## config.mk

```make
export PLATFORM = sky130hd
export DESIGN_NAME = ot_uart_tx_arbiter
export DESIGN_NICKNAME = d
export VERILOG_FILES = /design/src/rtl/ot_uart_tx_arbiter.sv
export SDC_FILE = /design/constraint.sdc
export NUM_CORES = 1
export LEC_CHECK = 0
export CAP_MARGIN = 20
export CORE_AREA = 5 5 74 76
export DETAILED_ROUTE_END_ITERATION = 10
export DIE_AREA = 0 0 79 81
export GPL_ROUTABILITY_DRIVEN = 0
export SETUP_SLACK_MARGIN = 0.4
export SLEW_MARGIN = 30
export SYNTH_ARGS = -nofsm -noshare
export SYNTH_HDL_FRONTEND = slang
export SYNTH_SLANG_ARGS = --single-unit
```

## constraint.sdc

```tcl
create_clock -name clk_50m -period 4.5 [get_ports clk_50m]
set_input_delay 0.9 -clock clk_50m [delete_from_list [all_inputs] [get_ports clk_50m]]
set_output_delay 0.9 -clock clk_50m [all_outputs]
set_load 0.05 [all_outputs]
```

## src/rtl/ot_uart_tx_arbiter.sv

```systemverilog
// ---------------------------------------------------------------------------
// ot_uart_tx_arbiter
//
// Shares one ot_uart transmitter between NUM_REQ on-chip requesters. A
// round-robin arbiter picks one pending word, the sequencer issues the
// single-cycle write strobe and then follows Tx_busy through the whole frame
// before the transmitter can be granted again.
//
// Optional feature (compile-time macro UART_ARB_ID_HDR_EN):
//   When defined, every grant sends a header word first ({1, 0.., grant_id})
//   and then the data word. done pulses only after the data word; a timeout
//   on the header drops the data word.
//
// Ports:
//   clk_50m      in   single clock, rising edge
//   clear        in   synchronous active-high reset
//   req_valid    in   [NUM_REQ]            per-requester word pending
//   req_data     in   [NUM_REQ*DATA_BITS]  requester i at [i*DATA_BITS +: DATA_BITS]
//   req_ready    out  [NUM_REQ]            one-cycle accept pulse (one-hot or zero)
//   tx_data_in   out  [DATA_BITS]          to ot_uart data_in
//   tx_wr_en     out                       to ot_uart wr_en (single-cycle pulse)
//   tx_busy      in                        from ot_uart Tx_busy
//   grant_id     out  [ID_W]               current or most recent grant
//   active       out                       grant until completion or timeout
//   done         out                       one-cycle frame-complete pulse
//   err_timeout  out                       one-cycle pulse: tx_busy never rose
//   state_dbg    out  [2]                  sequencer state (IDLE=0, SEND=1,
//                                          WAIT_BUSY=2, WAIT_DONE=3)
//
// Handshake: a requester holds req_valid/req_data stable until it sees its
// req_ready bit for one cycle; that cycle is the accept. Dropping req_valid
// before the accept withdraws the request.
// ---------------------------------------------------------------------------
module ot_uart_tx_arbiter #(
    parameter int NUM_REQ      = 4,
    parameter int DATA_BITS    = 8,
    parameter int BUSY_TIMEOUT = 16,
    localparam int ID_W        = $clog2(NUM_REQ)
) (
    input  logic                           clk_50m,
    input  logic                           clear,
    input  logic [NUM_REQ-1:0]             req_valid,
    input  logic [NUM_REQ*DATA_BITS-1:0]   req_data,
    output logic [NUM_REQ-1:0]             req_ready,
    output logic [DATA_BITS-1:0]           tx_data_in,
    output logic                           tx_wr_en,
    input  logic                           tx_busy,
    output logic [ID_W-1:0]                grant_id,
    output logic                           active,
    output logic                           done,
    output logic                           err_timeout,
    output logic [1:0]                     state_dbg
);

    localparam int CNT_W = $clog2(BUSY_TIMEOUT) + 1;

    typedef enum logic [1:0] {
        ST_IDLE      = 2'd0,
        ST_SEND      = 2'd1,
        ST_WAIT_BUSY = 2'd2,
        ST_WAIT_DONE = 2'd3
    } state_t;

    // Registered state and outputs
    state_t                 state_q,      state_n;
    logic [CNT_W-1:0]       cnt_q,        cnt_n;
    logic [ID_W-1:0]        last_grant_q, last_grant_n;
    logic [NUM_REQ-1:0]     req_ready_q,  req_ready_n;
    logic [DATA_BITS-1:0]   tx_data_q,    tx_data_n;
    logic                   tx_wr_en_q,   tx_wr_en_n;
    logic [ID_W-1:0]        grant_id_q,   grant_id_n;
    logic                   active_q,     active_n;
    logic                   done_q,       done_n;
    logic                   err_q,        err_n;

`ifdef UART_ARB_ID_HDR_EN
    // Data word parked while the header frame is on the wire
    logic [DATA_BITS-1:0]   hold_q,       hold_n;
    // Set while the header is in flight and the data word still has to go
    logic                   hdr_phase_q,  hdr_phase_n;
    logic [DATA_BITS-1:0]   hdr_word;
`endif

    // Arbitration results
    logic                   win_found;
    logic [ID_W-1:0]        win_id;
    logic [DATA_BITS-1:0]   win_data;
    logic [CNT_W-1:0]       cnt_inc;

    assign cnt_inc = cnt_q + CNT_W'(1);

    // -----------------------------------------------------------------------
    // Round-robin pick: scan from last_grant+1 upward with wrap-around. The
    // explicit modulo keeps the scan correct for non-power-of-two NUM_REQ.
    // -----------------------------------------------------------------------
    always_comb begin
        win_found = 1'b0;
        win_id    = '0;
        for (int k = 1; k <= NUM_REQ; k++) begin
            logic [ID_W-1:0] idx;
            idx = ID_W'((int'(last_grant_q) + k) % NUM_REQ);
            if (!win_found && req_valid[idx]) begin
                win_found = 1'b1;
                win_id    = idx;
            end
        end
    end

    // Winner's word, selected with constant part-selects
    always_comb begin
        win_data = '0;
        for (int i = 0; i < NUM_REQ; i++) begin
            if (win_id == ID_W'(i)) begin
                win_data = req_data[i*DATA_BITS +: DATA_BITS];
            end
        end
    end

`ifdef UART_ARB_ID_HDR_EN
    always_comb begin
        hdr_word                = '0;
        hdr_word[ID_W-1:0]      = win_id;
        hdr_word[DATA_BITS-1]   = 1'b1;
    end
`endif

    // -----------------------------------------------------------------------
    // Next-state and next-output logic
    // -----------------------------------------------------------------------
    always_comb begin
        state_n      = state_q;
        cnt_n        = cnt_q;
        last_grant_n = last_grant_q;
        req_ready_n  = '0;
        tx_wr_en_n   = 1'b0;
        tx_data_n    = tx_data_q;
        grant_id_n   = grant_id_q;
        active_n     = active_q;
        done_n       = 1'b0;
        err_n        = 1'b0;
`ifdef UART_ARB_ID_HDR_EN
        hold_n       = hold_q;
        hdr_phase_n  = hdr_phase_q;
`endif

        case (state_q)
            ST_IDLE: begin
                // The tx_busy gate also protects a frame left in flight by a
                // mid-frame clear.
                if (!tx_busy && win_found) begin
                    grant_id_n = win_id;
                    for (int i = 0; i < NUM_REQ; i++) begin
                        req_ready_n[i] = (win_id == ID_W'(i));
                    end
                    active_n   = 1'b1;
                    tx_wr_en_n = 1'b1;
`ifdef UART_ARB_ID_HDR_EN
                    tx_data_n   = hdr_word;
                    hold_n      = win_data;
                    hdr_phase_n = 1'b1;
`else
                    tx_data_n   = win_data;
`endif
                    state_n    = ST_SEND;
                end
            end

            // The strobe is visible for exactly this one cycle
            ST_SEND: begin
                cnt_n   = '0;
                state_n = ST_WAIT_BUSY;
            end

            ST_WAIT_BUSY: begin
                if (tx_busy) begin
                    state_n = ST_WAIT_DONE;
                end else if (cnt_inc == CNT_W'(BUSY_TIMEOUT - 1)) begin
                    // Transmitter never took the word: drop it and move on
                    err_n        = 1'b1;
                    active_n     = 1'b0;
                    last_grant_n = grant_id_q;
                    state_n      = ST_IDLE;
`ifdef UART_ARB_ID_HDR_EN
                    hdr_phase_n  = 1'b0;
`endif
                end else begin
                    cnt_n = cnt_inc;
                end
            end

            ST_WAIT_DONE: begin
                if (!tx_busy) begin
`ifdef UART_ARB_ID_HDR_EN
                    if (hdr_phase_q) begin
                        // Header is on the wire; strobe the parked data word
                        tx_wr_en_n  = 1'b1;
                        tx_data_n   = hold_q;
                        hdr_phase_n = 1'b0;
                        state_n     = ST_SEND;
                    end else begin
                        done_n       = 1'b1;
                        active_n     = 1'b0;
                        last_grant_n = grant_id_q;
                        state_n      = ST_IDLE;
                    end
`else
                    done_n       = 1'b1;
                    active_n     = 1'b0;
                    last_grant_n = grant_id_q;
                    state_n      = ST_IDLE;
`endif
                end
            end

            default: begin
                state_n = ST_IDLE;
            end
        endcase
    end

    // -----------------------------------------------------------------------
    // State and output registers
    // -----------------------------------------------------------------------
    always_ff @(posedge clk_50m) begin
        if (clear) begin
            state_q      <= ST_IDLE;
            cnt_q        <= '0;
            // First grant after reset goes to requester 0
            last_grant_q <= ID_W'(NUM_REQ - 1);
            req_ready_q  <= '0;
            tx_data_q    <= '0;
            tx_wr_en_q   <= 1'b0;
            grant_id_q   <= '0;
            active_q     <= 1'b0;
            done_q       <= 1'b0;
            err_q        <= 1'b0;
`ifdef UART_ARB_ID_HDR_EN
            hold_q       <= '0;
            hdr_phase_q  <= 1'b0;
`endif
        end else begin
            state_q      <= state_n;
            cnt_q        <= cnt_n;
            last_grant_q <= last_grant_n;
            req_ready_q  <= req_ready_n;
            tx_data_q    <= tx_data_n;
            tx_wr_en_q   <= tx_wr_en_n;
            grant_id_q   <= grant_id_n;
            active_q     <= active_n;
            done_q       <= done_n;
            err_q        <= err_n;
`ifdef UART_ARB_ID_HDR_EN
            hold_q       <= hold_n;
            hdr_phase_q  <= hdr_phase_n;
`endif
        end
    end

    assign req_ready   = req_ready_q;
    assign tx_data_in  = tx_data_q;
    assign tx_wr_en    = tx_wr_en_q;
    assign grant_id    = grant_id_q;
    assign active      = active_q;
    assign done        = done_q;
    assign err_timeout = err_q;
    assign state_dbg   = state_q;

endmodule

```

---- Word-level counts from Yosys, hierarchy flattened ----
Cells that the tools add are included.
word-level totals
  register bits ........................... 27
  input bits .............................. 39
  output and inout port bits .............. 20
operators by class
  add/sub/neg operators ................... 5
  order comparisons ....................... 4
  equal/unequal tests ..................... 13
  muxes and demuxes ....................... 40
  bitwise logic cells ..................... 4
  reduce and logical (&&, ||, !) cells .... 22
operators by type and width
  cell                 count
  $mux 8               4
  $mux 2               11
  $mux 1               15
  $lt 2x3->1 const B   4
  $mux 5               2
  $ne 2x2->1 const B   5
  $pmux 5 s2           1
  $bmux 1 s2           4
  $eq 2x2->1 const B   4
  $pmux 2 s4           1
  $reduce_and 3->1     2
  $reduce_or 3->1      2
  $add 5x1->5 const B  1
  $eq 5x4->1 const B   1
  $reduce_and 5->1     1
  $add 2x1->2 const B  2
  $add 2x2->2 const B  2
  $eq 2x1->1 const B   2
  $logic_and 1x1->1    4
  $logic_not 1->1      4
  $logic_not 2->1      2
  $not 1->1            4
  $pmux 2 s2           1
  $reduce_and 4->1     1
  other kinds (6)      8

---- Logic depth before layout (Yosys ltp) ----
Gate-level depths: netlist of run 1.
  depth in word-level cells ............... 18
  mapped depth ............................ 7
  gate-level depth less buffers ........... 6

---- Worst setup path before layout of run 1 ----
OpenSTA, ideal clock, no wires.
  kind .................................... input to register
  start ................................... in req_valid[3]
  end ..................................... reg tx_data_q[5] (netlist: tx_data_in[5])
  library setup time ...................... 0.134 ns
  arrival time ............................ 2.011 ns
  path slack .............................. 2.354 ns
  cell stages on the path ................. 7
  path buffers ............................ 2
  cells stage by stage .................... or4_4 -> buf_6 -> buf_6 -> nand3_1 -> nor3_1 -> mux2i_1 -> o211ai_1
between the ends
  cells in the longest elaborated chain, start to end .. 17
  elaborated cells between the ends (all ways) .. 32
ends and longest elaborated chain
  element                       line  text
  start, declared               42    input logic [NUM_REQ-1:0] req_valid,
  $bmux 1 s2                    102   if (!win_found && req_valid[idx]) begin
  $mux 1 (implied by the code)  102
  $mux 1                        102
  $logic_not 1->1               102
  $logic_and 1x1->1             102
  $mux 1                        102
  $logic_not 1->1               102
  $logic_and 1x1->1             102
  $mux 1                        102
  $logic_not 1->1               102
  $logic_and 1x1->1             102
  $mux 2                        102
  $logic_not 2->1               113   if (win_id == ID_W'(i)) begin
  $mux 8 (4 in a row)           113
  end signal, assigned          246   tx_data_q <= tx_data_n;
  end, declared                 69    logic [DATA_BITS-1:0] tx_data_q, tx_data_n;
Parallel ways exist; a longest one is shown, timed or not. The select of a mux whose other input is x is not followed.
A chain may end at the register's enable or synchronous reset.

---- Worst setup path after layout of run 1 ----
  start ................................... reg state_q[1] (netlist: state_dbg[1])
  end ..................................... out state_dbg[1]
RTL lines
  element                 line  text
  start, declared         65    state_t state_q, state_n;
  start signal, assigned  242   state_q <= state_n;
  end, declared           52    output logic [1:0] state_dbg
No word-level cell between the ends.

==> results of run 1 <==
## per-stage QoR
stage          hold slack (ns)  cells  setup slack (ns)   util  power [uW]
3_5_place_dp             0.472    286              1.48  0.464         459
2_1_floorplan            0.481    185              2.35      -         386
5_1_grt                  0.513    290              1.60  0.474         626
3_3_place_gp             0.464    286              1.53  0.464         459
6_report                 0.478    290              1.72  0.474         595
4_1_cts                  0.486    290              1.72  0.474         600
## registers in the layout, indices dropped and copies added (netlist names)
signal / flops
tx_data_in: 8
done: 1
state_dbg: 2
err_timeout: 1
active: 1
tx_wr_en: 1
last_grant_q: 2
req_ready: 4
cnt_q: 5
grant_id: 2
## power by group
group          total (uW)  leakage (uW)  internal [uW]  switching, uW
clock network         143     0.0000217           62.8           80.0
registers             266      0.000220            253           13.3
logic                 186      0.000520           80.4            106
## cell type report
type | instances | area share
clock inverters | 1 | 0.00340
repair buffers | 59 | 0.266
well taps | 54 | 0.0306
flip-flops and latches | 27 | 0.245
inverters | 5 | 0.00849
clock buffers | 3 | 0.0187
multi-input cells | 141 | 0.428
## how the worst max path moves through the flow
stage	start	endpoint	slack, ns	cells past startpoint
floorplan	req_valid[3]	tx_data_in[5]	2.35	7
global placement	req_valid[3]	tx_data_in[3]	1.53	5
detailed placement	clear	tx_data_in[6]	1.48	6
CTS	state_dbg[1]	state_dbg[1]	1.72	1
global route	clear	tx_data_in[0]	1.60	6
finish	state_dbg[1]	state_dbg[1]	1.72	1
## routing by layer
layer  part of all wire  up-vias
met2               0.47       37
met1               0.46      696
met5                  0        -
met3              0.049        6
li1                   -      777
met4              0.021        0
## cells by family (layout without fill, tap and decap cells)
group / after synthesis / after routing
simple gates: 85 / 85
compound gates: 34 / 34
flops: 27 / 27
mux: 18 / 18
buf+inv: 17 / 68
fa+ha+maj: 2 / 2
xor+xnor: 2 / 2
## cells in the final DEF (no fill, tap or decap), types with 2 or more instances in the layout
cell type / instances
dfxtp_1: 27
o211ai_1: 11
and3_1: 2
nand2_1: 16
nor3b_1: 3
nor2_1: 9
clkdlybuf4s50_1: 58
nor3_1: 20
nor2b_1: 6
nand3_1: 18
a21oi_1: 10
ha_1: 2
clkbuf_8: 3
mux2i_1: 18
inv_1: 5
o21ai_0: 3
nand2b_1: 2
==> results.txt, run 1 <==
hold endpoint - active
f_max - 360 MHz
Max Slew Vio Count - 0
GRT Overall Usage - 0.129
initial antenna violation count - 0
synthesized flop and latch total - 27
CTS H-tree depth - 1
Post-Synth Adder-Cell Area - 0.0158
pin count of the biggest net entering global routing - 22
IO Pins - 59
Pwr per Cell Area - 269 nW/um^2
vias in the first global route - 1421
area of the multi-input gates - 946 sq um
WP buf/inv - 1
Layout Cell Area excl Fill - 2210 sq um
first-pass GRT wire length - 6710 um
critical path fanouts, max - 16
placed cell area - 2160 sq um
Pre-antenna DRT Iters - 4
Critical Path Max Stage Delay - 0.91 ns
Post-Syn Instances - 185
post-DP HPWL - 3100 um
Mapped Avg Cell Area - 8.56 sq um
Hold Path Origin - active
# fillers - 468
DR iter-0 viols - 105
DRT antenna net count - 0
Fin Clk Skew - 0.00715 ns
fin crit period - 2.78 ns
share of cells above drive strength 1 - 0.0636
top post-synthesis cells by count - 27 x dfxtp_1, 20 x nor3_1, 18 x mux2i_1, 18 x nand3_1, 16 x nand2_1
Synth Area in Simple Gates - 0.295
clk root buf - clkbuf_8
GR Layer Usage met3 - 0.0266
cell depth of the worst flop-to-flop path - 4
XOR/XNOR share of the synthesized area - 0.0111
ys async rst share - 0
core area - 4660 sq um
ANT cells - 0
critical-path cell list - clkdlybuf4s50_1
routed len/inst - 14.7 um
sequential share of the synthesized area - 0.342
crit path capture type - primary output
Yosys top cell by area - dfxtp_1
CP delay by family, top - buffers and inverters
global-route layer with the greatest usage - met2
Netlist Area Pre-Place - 1580 sq um
Slowest cell on crit path - clkdlybuf4s50_1
via count - 1516
unique cell type count in the Yosys netlist - 40
Ys Warns - 0
most frequent cell after synthesis - dfxtp_1
largest cells by area after synthesis - dfxtp_1 34%, mux2i_1 11%, nor3_1 6.3%
Worst Hold Class - flip-flop to flip-flop
Seq. cell area - 541 sq um
Data required, critical path - 3.60 ns
CTS sink cnt - 27
Slew @ Worst Pin - 0.865 ns
aggregate routed wire length - 4260 um
CTS Buffer Depth - 2
CTS tree - yes
Hold Path Depth - 2
Cell Rows - 25
Initial Util - 0.340
die area - 6400 sq um
Max Cap Viol - 0
Synth Flop Type - dfxtp_1
Fin. Hold Viols - 0
Synth Net Count - 226
status - completed
Inserted Clock Buffers - 3
clock transition at the registers of the reported paths - 0.09 ns
Final nets - 278
RSZ-0062 raised after global routing - false
Die W - 79 um
Area Overhead vs Synth - 39.6%
FF-to-FF End - tx_data_in[2]
worst reg2reg setup slack - 2.56 ns
I/O Buffers - 58
DIE HEIGHT - 81 um
Final TNS setup - 0 ns
maximum vdd drop - 0.205 mV
EDFF count, synth - 0
Post-route DRC - 0
period utilization - 0.618
post-CTS setup buffer count - 0
Worst-Skew Late Latency - 0.27 ns
RR Startpoint - last_grant_q[0]
Yosys top cell area share - 0.342
compound-cell area share of the yosys netlist - 0.162
DR vias/cell - 5.23
largest family of logic cells by synthesized area - simple AND/OR/NAND/NOR gates
CTS resizes - 0
met2 Resource Use GR - 0.210
worst setup path class - flip-flop to primary output
grt total ovfl - 0
mux cell area share after synthesis - 0.114
critical path startpoint category - flip-flop
hold buffers post-CTS - 0
arrival time at the worst endpoint - 1.88 ns
# setup viols final - 0
Slew headroom - 0.424
M1 GR Usage - 0.170
Leakage Power - 0.000762 uW
Power figures use the tool's default switching activity.
==> run 2, diff against run 1 <==
==> constraint.sdc (replaced) <==
create_clock -name clk_50m -period 2.6 [get_ports clk_50m]
set_input_delay 0.52 -clock clk_50m [delete_from_list [all_inputs] [get_ports clk_50m]]
set_output_delay 0.52 -clock clk_50m [all_outputs]
set_load 0.05 [all_outputs]
==> run 2 against run 1 <==
Final cell count up 4.8%. Power up 75%. Largest cell class unchanged. Non-clock buffer count up 14.
==> results.txt, run 2 (synthesis results as in run 1) <==
hold buffers post-CTS - 0
Data required, critical path - 2.08 ns
pin count of the biggest net entering global routing - 22
Fin. Hold Viols - 0
Slew headroom - 0.653
CTS H-tree depth - 1
Slowest cell on crit path - clkdlybuf4s50_1
GRT Overall Usage - 0.134
most frequent cells in the layout - 57 x clkdlybuf4s50_1, 27 x dfxtp_1, 20 x nor3_1
Critical Path Max Stage Delay - 0.85 ns
crit path capture type - primary output
Area Overhead vs Synth - 47.0%
critical-path cell list - clkdlybuf4s50_1
initial antenna violation count - 0
Max Cap Viol - 0
Fin Clk Skew - 0.00244 ns
critical path fanouts, max - 7
Final TNS setup - 0 ns
Post-route DRC - 0
via count - 1561
RSZ-0062 raised after global routing - false
CP delay by family, top - buffers and inverters
die area - 6400 sq um
status - completed
Die W - 79 um
Slew @ Worst Pin - 0.518 ns
Final WS setup - 0.504 ns
Hold Path Origin - active
critical path startpoint category - flip-flop
share of cells above drive strength 1 - 0.112
DR vias/cell - 5.13
I/O Buffers - 58
clock transition at the registers of the reported paths - 0.09 ns
Inserted Clock Buffers - 3
dpl ws - 0.194 ns
Cell Rows - 25
IO Pins - 59
max reg flops - 8
worst reg2reg setup slack - 0.72 ns
CTS Buffer Depth - 2
CTS tree - yes
Worst Hold Class - flip-flop to flip-flop
post-DP HPWL - 3250 um
fin crit period - 2.10 ns
Final Util - 0.499
grt total ovfl - 0
arrival time at the worst endpoint - 1.58 ns
CTS sink cnt - 27
# fillers - 457
Pre-antenna DRT Iters - 4
FF-to-FF End - last_grant_q[0]
routed len/inst - 14.1 um
cell depth of the worst flop-to-flop path - 6
period utilization - 0.806
core area - 4660 sq um
Pwr per Cell Area - 447 nW/um^2
vias in the first global route - 1417
maximum vdd drop - 0.179 mV
first-pass GRT wire length - 6890 um
Final nets - 292
WP buf/inv - 1
hold endpoint - active
area of the multi-input gates - 946 sq um
Initial Util - 0.340
DRT antenna net count - 0
Max Slew Vio Count - 0
Layout Cell Area excl Fill - 2330 sq um
ANT cells - 0
aggregate routed wire length - 4290 um
Seq. cell area - 541 sq um
f_max - 477 MHz
placed cell area - 2260 sq um
RR Startpoint - cnt_q[0]
DIE HEIGHT - 81 um
worst setup path class - flip-flop to primary output
# setup viols final - 0
Leakage Power - 0.000845 uW
Worst-Skew Late Latency - 0.26 ns
clk root buf - clkbuf_8
DR iter-0 viols - 66
commonest non-fill, non-tap cell in the layout - clkdlybuf4s50_1
Hold Path Depth - 2
==> run 2: cell count changes in the layout (fill, tap and decap cells not counted) <==
cell,delta
buf_4,+13
buf_12,+1
clkbuf_1,+1
clkdlybuf4s50_1,-1
clkinvlp_4,-1
dlymetal6s2s_1,+1
==> run 2: worst max-delay path by stage <==
stage	from	to	slack [ns]	cells after the start
after floorplan	req_valid[3]	tx_data_in[5]	0.83	7
after global placement	req_valid[3]	tx_data_in[5]	0.22	7
after detailed placement	req_valid[3]	tx_data_in[5]	0.19	7
after CTS	req_valid[3]	tx_data_in[5]	0.48	7
after global routing	req_valid[2]	tx_data_in[1]	0.42	7
final	state_dbg[1]	state_dbg[1]	0.50	1
==> run 2: final cells by class <==
| cell class | instances | area share |
|---|---|---|
| multi-input combinational | 141 | 0.407 |
| timing repair buffer | 73 | 0.304 |
| sequential | 27 | 0.232 |
| tap | 54 | 0.0290 |
| clock buffer | 4 | 0.0194 |
| inverter | 5 | 0.00807 |
==> run 2: report_power, final <==
group	switching (uW)	internal [uW]
Clock	123	109
Combinational	195	160
Sequential	14.9	438
==> run 2: stage by stage <==
step / hold slack, ns / total power (uW) / std cells
6_report: 0.481 / 1040 / 304
5_1_grt: 0.507 / 1100 / 304
4_1_cts: 0.484 / 1050 / 302
3_5_place_dp: 0.472 / 816 / 298
3_3_place_gp: 0.462 / 818 / 298
2_1_floorplan: 0.481 / 668 / 185
==> run 2: per-layer routing <==
metal  track usage  part of all wire
met1         0.187              0.47
met2         0.209              0.47
met3        0.0244             0.059
met4        0.0464            0.0089
met5             0                 0
==> run 2: timing repair <==
action                     CTS  global route
gates resized for setup      0             1
buffers inserted             0             2
setup endpoints to repair    0             2
